===== src/rtl/uart_frame_ctrl_if.sv =====
// Byte-side and storage-side signal bundle for uart_frame_ctrl.
// The master modport is the controller's view; the slave modport is the environment's view.
interface uart_frame_ctrl_if #(
  parameter int MAX_N  = 8,
  parameter int DATA_W = 16
);
  localparam int AW = (MAX_N > 1) ? $clog2(MAX_N * MAX_N) : 1;
  localparam int NW = $clog2(MAX_N + 1);

  logic              rx_valid;
  logic [7:0]        rx_data;
  logic              tx_valid;
  logic [7:0]        tx_data;
  logic              tx_ready;
  logic              fifo_empty;
  logic [DATA_W-1:0] fifo_data;
  logic              fifo_pop;
  logic              mat_we;
  logic              vec_we;
  logic [AW-1:0]     wr_addr;
  logic [DATA_W-1:0] wr_data;
  logic [NW-1:0]     n_cfg;
  logic              start;
  logic              busy;
  logic [3:0]        err;
  logic              err_clr;

  modport master (
    input  rx_valid, rx_data, tx_ready, fifo_empty, fifo_data, err_clr,
    output tx_valid, tx_data, fifo_pop, mat_we, vec_we, wr_addr, wr_data,
           n_cfg, start, busy, err
  );

  modport slave (
    output rx_valid, rx_data, tx_ready, fifo_empty, fifo_data, err_clr,
    input  tx_valid, tx_data, fifo_pop, mat_we, vec_we, wr_addr, wr_data,
           n_cfg, start, busy, err
  );
endinterface


===== src/rtl/uart_frame_ctrl.sv =====
// UART command-frame parser/responder: write strobes one cycle after a word's last byte;
// TX bytes held until tx_ready, response stalls (tx_valid=0) while the result FIFO is empty.
module uart_frame_ctrl #(
  parameter int MAX_N       = 8,
  parameter int DATA_W      = 16,
  parameter int TIMEOUT_CYC = 50000
) (
  input logic               clk,
  input logic               reset,
  uart_frame_ctrl_if.master bus
);
  localparam int B  = DATA_W / 8;
  localparam int AW = (MAX_N > 1) ? $clog2(MAX_N * MAX_N) : 1;
  localparam int NW = $clog2(MAX_N + 1);
  localparam int TW = $clog2(TIMEOUT_CYC + 1);

  typedef enum logic [3:0] {
    S_IDLE, S_LEN, S_CMD, S_PAYLOAD, S_EOF,
    S_TX_FE, S_TX_LEN, S_TX_CMD, S_TX_DATA, S_TX_EF
  } state_t;

  state_t            state, state_d;
  logic [7:0]        len_q, cmd_q, p_q, pay_cnt;
  logic [1:0]        bcnt;
  logic [AW-1:0]     wr_addr;
  logic [DATA_W-1:0] wr_data;
  logic              mat_we, vec_we, start, fifo_pop, n_ok;
  logic [NW-1:0]     n_cfg, n_new, word_cnt;
  logic [3:0]        err, err_set;
  logic [TW-1:0]     tout;

  logic       cmd_known, rx_state, timeout, n_good, tx_valid, tx_fire, last_byte;
  logic [8:0] p_calc;
  logic [7:0] tx_data;

  assign rx_state  = (state == S_LEN) || (state == S_CMD) || (state == S_PAYLOAD) || (state == S_EOF);
  assign timeout   = rx_state && !bus.rx_valid && (tout == TW'(TIMEOUT_CYC - 1));
  assign n_good    = (bus.rx_data != 8'd0) && (bus.rx_data <= 8'(MAX_N));
  assign last_byte = (bcnt == 2'(B - 1));

  always_comb begin
    cmd_known = 1'b1;
    p_calc    = '0;
    case (bus.rx_data)
      8'h01:        p_calc = 9'd1;
      8'h02, 8'h03: p_calc = 9'd0;
      8'h04:        p_calc = 9'(n_cfg * n_cfg * B);
      8'h05:        p_calc = 9'(n_cfg * B);
      default:      cmd_known = 1'b0;
    endcase
  end

  always_ff @(posedge clk or negedge reset) begin
    if (!reset) state <= S_IDLE;
    else        state <= state_d;
  end

  always_comb begin
    tx_valid = 1'b0;
    tx_data  = 8'h00;
    err_set  = 4'b0000;
    state_d  = state;
    case (state)
      S_TX_FE:   begin tx_valid = 1'b1; tx_data = 8'hFE; end
      S_TX_LEN:  begin tx_valid = 1'b1; tx_data = 8'(n_cfg * B + 1); end
      S_TX_CMD:  begin tx_valid = 1'b1; tx_data = 8'h02; end
      // head word is stale while the pop is in flight
      S_TX_DATA: begin
        tx_valid = !bus.fifo_empty && !fifo_pop;
        tx_data  = bus.fifo_data[8*(B-1-int'(bcnt)) +: 8];
      end
      S_TX_EF:   begin tx_valid = 1'b1; tx_data = 8'hEF; end
      default:   ;
    endcase
    tx_fire = tx_valid && bus.tx_ready;

    case (state)
      S_IDLE:    if (bus.rx_valid && bus.rx_data == 8'hFE) state_d = S_LEN;
      S_LEN:     if (bus.rx_valid) state_d = S_CMD;
      S_CMD: if (bus.rx_valid) begin
        if (!cmd_known) begin
          err_set[3] = 1'b1;
          state_d    = S_IDLE;
        end else if ({1'b0, len_q} != p_calc + 9'd1) begin
          err_set[0] = 1'b1;
          state_d    = S_IDLE;
        end else if (p_calc == 9'd0) begin
          state_d = S_EOF;
        end else begin
          state_d = S_PAYLOAD;
        end
      end
      S_PAYLOAD: if (bus.rx_valid) begin
        if (cmd_q == 8'h01 && !n_good) err_set[0] = 1'b1;
        if (pay_cnt == p_q - 8'd1) state_d = S_EOF;
      end
      S_EOF: if (bus.rx_valid) begin
        if (bus.rx_data != 8'hEF) begin
          err_set[1] = 1'b1;
          state_d    = S_IDLE;
        end else begin
          state_d = (cmd_q == 8'h02) ? S_TX_FE : S_IDLE;
        end
      end
      S_TX_FE:   if (tx_fire) state_d = S_TX_LEN;
      S_TX_LEN:  if (tx_fire) state_d = S_TX_CMD;
      S_TX_CMD:  if (tx_fire) state_d = S_TX_DATA;
      S_TX_DATA: if (tx_fire && last_byte && word_cnt == n_cfg - 1'b1) state_d = S_TX_EF;
      S_TX_EF:   if (tx_fire) state_d = S_IDLE;
      default:   state_d = S_IDLE;
    endcase

    if (timeout) begin
      err_set[2] = 1'b1;
      state_d    = S_IDLE;
    end
  end

  always_ff @(posedge clk or negedge reset) begin
    if (!reset) begin
      len_q    <= '0;
      cmd_q    <= '0;
      p_q      <= '0;
      pay_cnt  <= '0;
      bcnt     <= '0;
      wr_addr  <= '0;
      wr_data  <= '0;
      mat_we   <= 1'b0;
      vec_we   <= 1'b0;
      start    <= 1'b0;
      fifo_pop <= 1'b0;
      n_ok     <= 1'b0;
      n_new    <= '0;
      n_cfg    <= NW'(MAX_N);
      word_cnt <= '0;
      err      <= '0;
      tout     <= '0;
    end else begin
      mat_we   <= 1'b0;
      vec_we   <= 1'b0;
      start    <= 1'b0;
      fifo_pop <= 1'b0;
      err      <= (bus.err_clr ? 4'b0000 : err) | err_set;
      tout     <= (rx_state && !bus.rx_valid) ? tout + 1'b1 : '0;
      if (mat_we || vec_we) wr_addr <= wr_addr + 1'b1;

      case (state)
        S_IDLE: if (bus.rx_valid && bus.rx_data == 8'hFE) begin
          wr_addr <= '0;
          bcnt    <= '0;
          pay_cnt <= '0;
        end
        S_LEN: if (bus.rx_valid) len_q <= bus.rx_data;
        S_CMD: if (bus.rx_valid) begin
          cmd_q <= bus.rx_data;
          p_q   <= p_calc[7:0];
          n_ok  <= 1'b0;
        end
        S_PAYLOAD: if (bus.rx_valid) begin
          pay_cnt <= pay_cnt + 8'd1;
          if (cmd_q == 8'h04 || cmd_q == 8'h05) begin
            wr_data <= (wr_data << 8) | DATA_W'(bus.rx_data);
            if (last_byte) begin
              bcnt   <= '0;
              mat_we <= (cmd_q == 8'h04);
              vec_we <= (cmd_q == 8'h05);
            end else begin
              bcnt <= bcnt + 2'd1;
            end
          end
          if (cmd_q == 8'h01) begin
            n_new <= NW'(bus.rx_data);
            n_ok  <= n_good;
          end
        end
        S_EOF: if (bus.rx_valid && bus.rx_data == 8'hEF) begin
          if (cmd_q == 8'h01 && n_ok) n_cfg <= n_new;
          if (cmd_q == 8'h03) start <= 1'b1;
          if (cmd_q == 8'h02) begin
            bcnt     <= '0;
            word_cnt <= '0;
          end
        end
        S_TX_DATA: if (tx_fire) begin
          if (last_byte) begin
            bcnt     <= '0;
            fifo_pop <= 1'b1;
            word_cnt <= word_cnt + 1'b1;
          end else begin
            bcnt <= bcnt + 2'd1;
          end
        end
        default: ;
      endcase
    end
  end

  assign bus.tx_valid = tx_valid;
  assign bus.tx_data  = tx_data;
  assign bus.fifo_pop = fifo_pop;
  assign bus.mat_we   = mat_we;
  assign bus.vec_we   = vec_we;
  assign bus.wr_addr  = wr_addr;
  assign bus.wr_data  = wr_data;
  assign bus.n_cfg    = n_cfg;
  assign bus.start    = start;
  assign bus.busy     = (state != S_IDLE);
  assign bus.err      = err;
endmodule


===== src/flat_wrapper.sv =====
// flat-port wrapper written by rule: the top's interface ports become plain ports
module uart_frame_ctrl_flat 
#(
  parameter int MAX_N       = 8,
  parameter int DATA_W      = 16,
  parameter int TIMEOUT_CYC = 50000
)
  (clk, reset, bus_rx_valid, bus_rx_data, bus_tx_ready, bus_fifo_empty, bus_fifo_data, bus_err_clr, bus_tx_valid, bus_tx_data, bus_fifo_pop, bus_mat_we, bus_vec_we, bus_wr_addr, bus_wr_data, bus_n_cfg, bus_start, bus_busy, bus_err);
  uart_frame_ctrl_if #(.MAX_N(MAX_N), .DATA_W(DATA_W)) bus_i ();
  input logic clk;
  input logic reset;
  input wire logic [$bits(bus_i.rx_valid)-1:0] bus_rx_valid;
  input wire logic [$bits(bus_i.rx_data)-1:0] bus_rx_data;
  input wire logic [$bits(bus_i.tx_ready)-1:0] bus_tx_ready;
  input wire logic [$bits(bus_i.fifo_empty)-1:0] bus_fifo_empty;
  input wire logic [$bits(bus_i.fifo_data)-1:0] bus_fifo_data;
  input wire logic [$bits(bus_i.err_clr)-1:0] bus_err_clr;
  output wire logic [$bits(bus_i.tx_valid)-1:0] bus_tx_valid;
  output wire logic [$bits(bus_i.tx_data)-1:0] bus_tx_data;
  output wire logic [$bits(bus_i.fifo_pop)-1:0] bus_fifo_pop;
  output wire logic [$bits(bus_i.mat_we)-1:0] bus_mat_we;
  output wire logic [$bits(bus_i.vec_we)-1:0] bus_vec_we;
  output wire logic [$bits(bus_i.wr_addr)-1:0] bus_wr_addr;
  output wire logic [$bits(bus_i.wr_data)-1:0] bus_wr_data;
  output wire logic [$bits(bus_i.n_cfg)-1:0] bus_n_cfg;
  output wire logic [$bits(bus_i.start)-1:0] bus_start;
  output wire logic [$bits(bus_i.busy)-1:0] bus_busy;
  output wire logic [$bits(bus_i.err)-1:0] bus_err;
  assign bus_i.rx_valid = bus_rx_valid;
  assign bus_i.rx_data = bus_rx_data;
  assign bus_i.tx_ready = bus_tx_ready;
  assign bus_i.fifo_empty = bus_fifo_empty;
  assign bus_i.fifo_data = bus_fifo_data;
  assign bus_i.err_clr = bus_err_clr;
  assign bus_tx_valid = bus_i.tx_valid;
  assign bus_tx_data = bus_i.tx_data;
  assign bus_fifo_pop = bus_i.fifo_pop;
  assign bus_mat_we = bus_i.mat_we;
  assign bus_vec_we = bus_i.vec_we;
  assign bus_wr_addr = bus_i.wr_addr;
  assign bus_wr_data = bus_i.wr_data;
  assign bus_n_cfg = bus_i.n_cfg;
  assign bus_start = bus_i.start;
  assign bus_busy = bus_i.busy;
  assign bus_err = bus_i.err;
  uart_frame_ctrl #(.MAX_N(MAX_N), .DATA_W(DATA_W), .TIMEOUT_CYC(TIMEOUT_CYC)) u_core (.clk(clk), .reset(reset), .bus(bus_i));
endmodule

===== config.mk =====
export PLATFORM = sky130hd
export DESIGN_NAME = uart_frame_ctrl_flat
export DESIGN_NICKNAME = d
export VERILOG_FILES = /design/src/rtl/uart_frame_ctrl_if.sv /design/src/rtl/uart_frame_ctrl.sv /design/src/flat_wrapper.sv
export SDC_FILE = /design/constraint.sdc
export NUM_CORES = 1
export LEC_CHECK = 0
export ABC_AREA = 1
export CAP_MARGIN = 20
export CORE_ASPECT_RATIO = 0.7
export CORE_MARGIN = 1.5
export CORE_UTILIZATION = 25
export CTS_CLUSTER_DIAMETER = 50
export DETAILED_ROUTE_END_ITERATION = 8
export PLACE_DENSITY_LB_ADDON = 0.1
export RECOVER_POWER = 100
export SLEW_MARGIN = 10
export SYNTH_ARGS = -nofsm -noshare
export SYNTH_HDL_FRONTEND = slang
export SYNTH_SLANG_ARGS = --single-unit
export TNS_END_PERCENT = 10

===== constraint.sdc =====
create_clock -name clk -period 3.3 [get_ports clk]
set_input_delay 0.33 -clock clk [delete_from_list [all_inputs] [get_ports clk]]
set_output_delay 0.33 -clock clk [all_outputs]
set_load 0.01 [all_outputs]

==> results of run 1 <==
==> routing by layer <==
metal	global-route usage, %	up-vias
met5	0	-
met4	3.94	0
met3	3.37	11
met2	21.1	106
met1	23.7	2354
li1	-	2508
==> final timing paths <==
| kind | end | depth (start not counted) | slack, ns | from |
|---|---|---|---|---|
| setup / recovery | bus_tx_data[2] | 10 | 0.25 | u_core.state[0]$_DFFE_PN0P_ |
| hold / removal | u_core.tout[0]$_DFF_PN0_ | 1 | 0.46 | u_core.tout[0]$_DFF_PN0_ |
| setup reg to reg | u_core.state[1]$_DFFE_PN0P_ | 17 | 0.47 | u_core.bus.n_cfg[2]$_DFFE_PN0P_ |
| hold reg to reg | u_core.tout[0]$_DFF_PN0_ | 1 | 0.46 | u_core.tout[0]$_DFF_PN0_ |
| max in group asynchronous | u_core.word_cnt[3]$_DFFE_PN0P_ | 2 | 0.97 | reset |
| min in group asynchronous | u_core.bus.wr_data[13]$_DFFE_PN0P_ | 2 | 0.84 | reset |
==> placed cells by master, fill, tap and decap left out, types with 15 or more instances in the layout <==
cell / synthesis / final
nand2_1: 164 / 167
dfrtp_1: 96 / 96
inv_1: 90 / 93
nor2_1: 83 / 85
o21ai_0: 53 / 55
dlygate4sd3_1: 0 / 45
nand3_1: 42 / 42
a21oi_1: 28 / 28
clkdlybuf4s50_1: 0 / 27
nor3_1: 19 / 19
nand4_1: 15 / 16
xor2_1: 15 / 15
==> power by group <==
| group | total, mW | switching (mW) | internal (mW) |
|---|---|---|---|
| sequential | 1.66 | 0.244 | 1.42 |
| combinational | 1.65 | 1.04 | 0.611 |
| clock | 1.07 | 0.484 | 0.589 |
| total | 4.38 | 1.76 | 2.62 |
==> through the flow <==
step | area (sq um) | setup WS, ns | hold slack, ns | instances | total power [mW]
after global placement | 6690 | 0.327 | 0.441 | 1072 | 3.42
after global routing | 6920 | 0.0534 | 0.488 | 1088 | 4.76
after floorplan | 5620 | 0.958 | 0.0344 | 725 | 2.83
final | 6920 | 0.252 | 0.461 | 1088 | 4.38
after CTS | 6990 | 0.285 | 0.0578 | 1088 | 4.54
after detailed placement | 6690 | 0.167 | 0.449 | 1072 | 3.43
==> worst max-delay path, stage by stage (launching register included) <==
cell,delay [ns]
dfrtp_1,0.48
nor2_2,0.16
inv_2,0.08
nor2_4,0.09
inv_2,0.08
nor2_8,0.14
inv_1,0.21
nor2_1,0.30
nand2_1,0.10
o211ai_1,0.10
dlygate4sd3_1,0.63
==> cell type report <==
| type | count | share of cell area (%) |
|---|---|---|
| clock buffers | 10 | 3.31 |
| clock inverters | 6 | 0.995 |
| inverters | 100 | 5.43 |
| well taps | 282 | 5.10 |
| multi-input cells | 514 | 39.1 |
| flip-flops and latches | 97 | 35.1 |
| repair buffers | 79 | 11.0 |
==> flip-flops by register name (all words and copies together), names as in the netlist, 6 cells and up <==
| register | cells |
|---|---|
| u_core.tout | 16 |
| u_core.pay_cnt | 8 |
| u_core.p_q | 8 |
| u_core.bus.wr_addr | 6 |
| u_core.bus.wr_data | 16 |
| u_core.len_q | 8 |
| u_core.cmd_q | 8 |
==> cell families (layout without fill, tap and decap cells) <==
group | count (synthesis) | after routing | share of synthesized area [%]
AND/OR/NAND/NOR | 355 | 355 | 28.3
multiplexers | 12 | 12 | 2.40
AO/OA/AOI/OAI | 107 | 107 | 10.8
XOR/XNOR | 26 | 26 | 4.05
adder cells (fa/ha/maj) | 14 | 14 | 3.25
buffers and inverters | 114 | 195 | 7.97
flip-flops | 97 | 97 | 43.2
==> results_dict.tcl, run 1 <==
set metrics [dict create \
    outcome "finished with violations" \
    violations "max-capacitance violations, max-slew violations" \
    worstSetupPathType "reg -> out" \
    cts_resized 0 \
    finalHoldViolCount 0 \
    fin_skew_ns 0.00527 \
    rows 45 \
    hp-class "reg -> reg" \
    drive_gt1_share_pct 6.20 \
    root_buffer "clkbuf_16" \
    die_y_um 128 \
    ant_nets 0 \
    dr_wl_met3_um 757 \
    grt.total_usage_pct 15.3 \
    rsz0062_at_grt "false" \
    gp_congestion 0.895 \
    synth_seq_area_share_pct 43.2 \
    fin_tns_setup_ns 0 \
    fp.dieW_um 182 \
    crit_required_ns 2.97 \
    h-tree-depth 3 \
    worstSetupStartpointType "register" \
    nets 845 \
    utilization_pct 31.7 \
    grt_max_degree 98 \
    drc 0 \
    cts_setup_buffers 0 \
    synth_cell_types 45 \
    synth_seq_cells 97 \
    synth-edff-count 0 \
    yosysMostFrequentCell "nand2_1" \
    cts_buffers 9 \
    arrival_ns 2.72 \
    pin_count 74 \
    synth_nets 769 \
    vias 4979 \
    p_leak_nw 3.39 \
    cts_buffer_depth 2 \
    worst_pin_slew_ns 2.53 \
    drt-initial-drc-count 379 \
    final_max_slew_viol_count 98 \
    ir_drop_mv 0.327 \
    grt-ovfl-total 0 \
    wirelength_met1_um 9370 \
    slew_headroom_pct -68.4 \
    setup_viol 0 \
    start_util_pct 25.7 \
    detailed_place_hpwl_um 12900 \
    dr.pass1.iters 5 \
    synth_area_leaders "dfrtp_1 43%, nand2_1 11%, inv_1 6.0%, nor2_1 5.5%, o21ai_0 4.7%" \
    syn_inst 725 \
    finalCritPeriodShare_pct 92.4 \
    tritoncts "yes" \
    core_area_sq_um 21800 \
    yosysTopAreaCellShare_pct 42.7 \
    maxCapViolCount 1 \
    grt_pass1_wl_um 27500 \
    routedWlPerCell_um 15.5 \
    netlist.top_cell.by_area "dfrtp_1" \
    max_freq_mhz 328 \
    synthArstFlopShare_pct 100 \
    critPathCaptureType "output pin" \
    dr.max_layer_used "met4" \
    routed_via_density 4.58 \
    grt_pass1_vias 4946 \
    n_antenna_cell 0 \
    synthesis.area_sq_um 5620 \
    multi_input_area_sq_um 2700 \
    synth_ff_type "dfrtp_1" \
    port_buffers 73 \
    powerDensity_nw_per_um2 634 \
    wl_um 16800 \
    clk_pin_slew_ns 0.07 \
    synth.avg_cell_area_sq_um 7.75 \
    clock_latency_ns 0.36 \
    crit_path_max_fanout 12 \
    met2WireLength_um 6550 \
    fillers 2356 \
    dieArea_sq_um 23400 \
    antenna_found_initial 0 \
    area_delta_synth_final_pct 23.0 \
    regArea_sq_um 2430 \
    ys_warn_count 0 \
    hold_buffers 0 \
    min_period_ns 3.05 \
    synth_common_cells "164 x nand2_1, 96 x dfrtp_1, 90 x inv_1" \
    cts_sinks 97 \
]
(Power assumes the default switching activity.)
==> run 2, diff against run 1 <==
- GPL_ROUTABILITY_DRIVEN: not set -> 0
==> results of run 2 <==
Final layout, timing and power as in run 1 (identical DEF).
==> run 3, diff against run 2 <==
- CTS_CLUSTER_DIAMETER: 50 -> 40
- DONT_BUFFER_PORTS: not set -> 1
- TNS_END_PERCENT: 10 -> 1
==> run 3 against run 2 <==
Effect of this change:
- the flow now finishes without violations
- final area down 11%
- combinational power down 12%
- critical path depth down 3
- maximum frequency up 12%
- hold slack worse by 0.34 ns
==> results_dict.tcl, run 3 (synthesis results as in run 1) <==
set metrics [dict create \
    outcome "finished clean" \
    fp.dieW_um 182 \
    detailed_place_hpwl_um 12600 \
    crit_path_max_fanout 12 \
    fin_skew_ns 0.0159 \
    cts_resized 0 \
    arrival_ns 2.39 \
    clk_pin_slew_ns 0.07 \
    root_buffer "clkbuf_16" \
    critPathCaptureType "output pin" \
    final_max_slew_viol_count 0 \
    crit_required_ns 2.97 \
    grt_pass1_wl_um 26200 \
    final_common_cell "nand2_1" \
    port_buffers 0 \
    path_cells "nor2_1, inv_1, nor2_4, inv_1, nor2_8, inv_1, o311ai_0" \
    cpMaxStageDelayCell "o311ai_0" \
    pre_cts_slack_ns 0.648 \
    placed_cells_incl_taps 994 \
    routed_via_density 4.59 \
    tritoncts "yes" \
    cts_buffer_depth 2 \
    area_delta_synth_final_pct 9.82 \
    finalHoldViolCount 0 \
    pin_count 74 \
    dr.pass1.iters 5 \
    powerDensity_nw_per_um2 676 \
    final_cell_mix "170 x nand2_1, 96 x dfrtp_1, 95 x inv_1, 87 x nor2_1, 53 x o21ai_0" \
    start_util_pct 25.7 \
    worstSetupStartpointType "register" \
    die_y_um 128 \
    finalCritPeriodShare_pct 82.4 \
    path_buf_inv 3 \
    fin_tns_setup_ns 0 \
    worstSetupPathType "reg -> out" \
    vias 4642 \
    ir_drop_mv 0.319 \
    routedWlPerCell_um 16.2 \
    drc 0 \
    fillers 2359 \
    hold_ws_ns 0.117 \
    wl_um 16400 \
    rsz0062_at_grt "false" \
    top_regs "u_core.bus.wr_data: 16 flops, u_core.tout: 16 flops" \
    antenna_found_initial 0 \
    critPathMaxStageDelay_ns 0.63 \
    dieArea_sq_um 23400 \
    grt-ovfl-total 0 \
    drt-initial-drc-count 372 \
    hold_depth 2 \
    setup_viol 0 \
    min_period_ns 2.72 \
    hp-class "in -> reg" \
    p_leak_nw 3.01 \
    cts_sinks 97 \
    cts_buffers 9 \
    n_antenna_cell 0 \
    rr_worst_depth 16 \
    worst_pin_slew_ns 0.886 \
    cp.depth 7 \
    hold_buffers 2 \
    ant_nets 0 \
    nets 769 \
    total_power_mw 4.17 \
    fin_ws_ns 0.580 \
    place_area_sq_um 5910 \
    maxCapViolCount 0 \
    core_area_sq_um 21800 \
    max_freq_mhz 368 \
    final_cells 1011 \
    clock_latency_ns 0.36 \
    drive_gt1_share_pct 5.90 \
    grt_max_degree 98 \
    grt_pass1_vias 4486 \
    cp_common_cell "inv_1" \
    h-tree-depth 3 \
    fin_area_sq_um 6170 \
    cts_setup_buffers 0 \
    grt.total_usage_pct 14.7 \
    critical-path-top-delay-family "compound AO/OA/AOI/OAI gates" \
    slew_headroom_pct 40.8 \
    rows 45 \
    utilization_pct 28.3 \
]
## run 3: worst paths after layout
path	startpoint	to	slack, ns
setup / recovery	u_core.state[0]$_DFFE_PN0P_	bus_tx_data[0]	0.58
hold / removal	bus_rx_data[0]	u_core.cmd_q[0]$_DFFE_PN0P_	0.12
setup reg to reg	u_core.bus.n_cfg[2]$_DFFE_PN0P_	u_core.state[1]$_DFFE_PN0P_	0.61
hold reg to reg	u_core.tout[0]$_DFF_PN0_	u_core.tout[0]$_DFF_PN0_	0.48
max in group asynchronous	reset	u_core.bus.n_cfg[3]$_DFFE_PN1P_	2.26
min in group asynchronous	reset	u_core.cmd_q[1]$_DFFE_PN0P_	0.65
## run 3: per-layer routing
metal	vias up	wire length, um	GRT usage (%)
met5	-	0	0
met4	0	186	4.04
met3	12	1090	4.42
met2	109	6210	19.5
met1	2160	8910	22.6
li1	2361	-	-
## run 3: cell type report
cell class	instances	area, sq um	area share, %
clock buffers	11	253	4.09
multi-input cells	514	2690	43.6
well taps	282	353	5.72
flip-flops and latches	97	2430	39.3
repair buffers	3	41.3	0.669
clock inverters	4	28.8	0.466
inverters	100	375	6.08
## run 3: power breakdown
part	switching (mW)	internal (mW)	total [mW]
Combinational	0.984	0.466	1.45
Sequential	0.276	1.42	1.69
Clock	0.479	0.549	1.03
Total	1.74	2.43	4.17
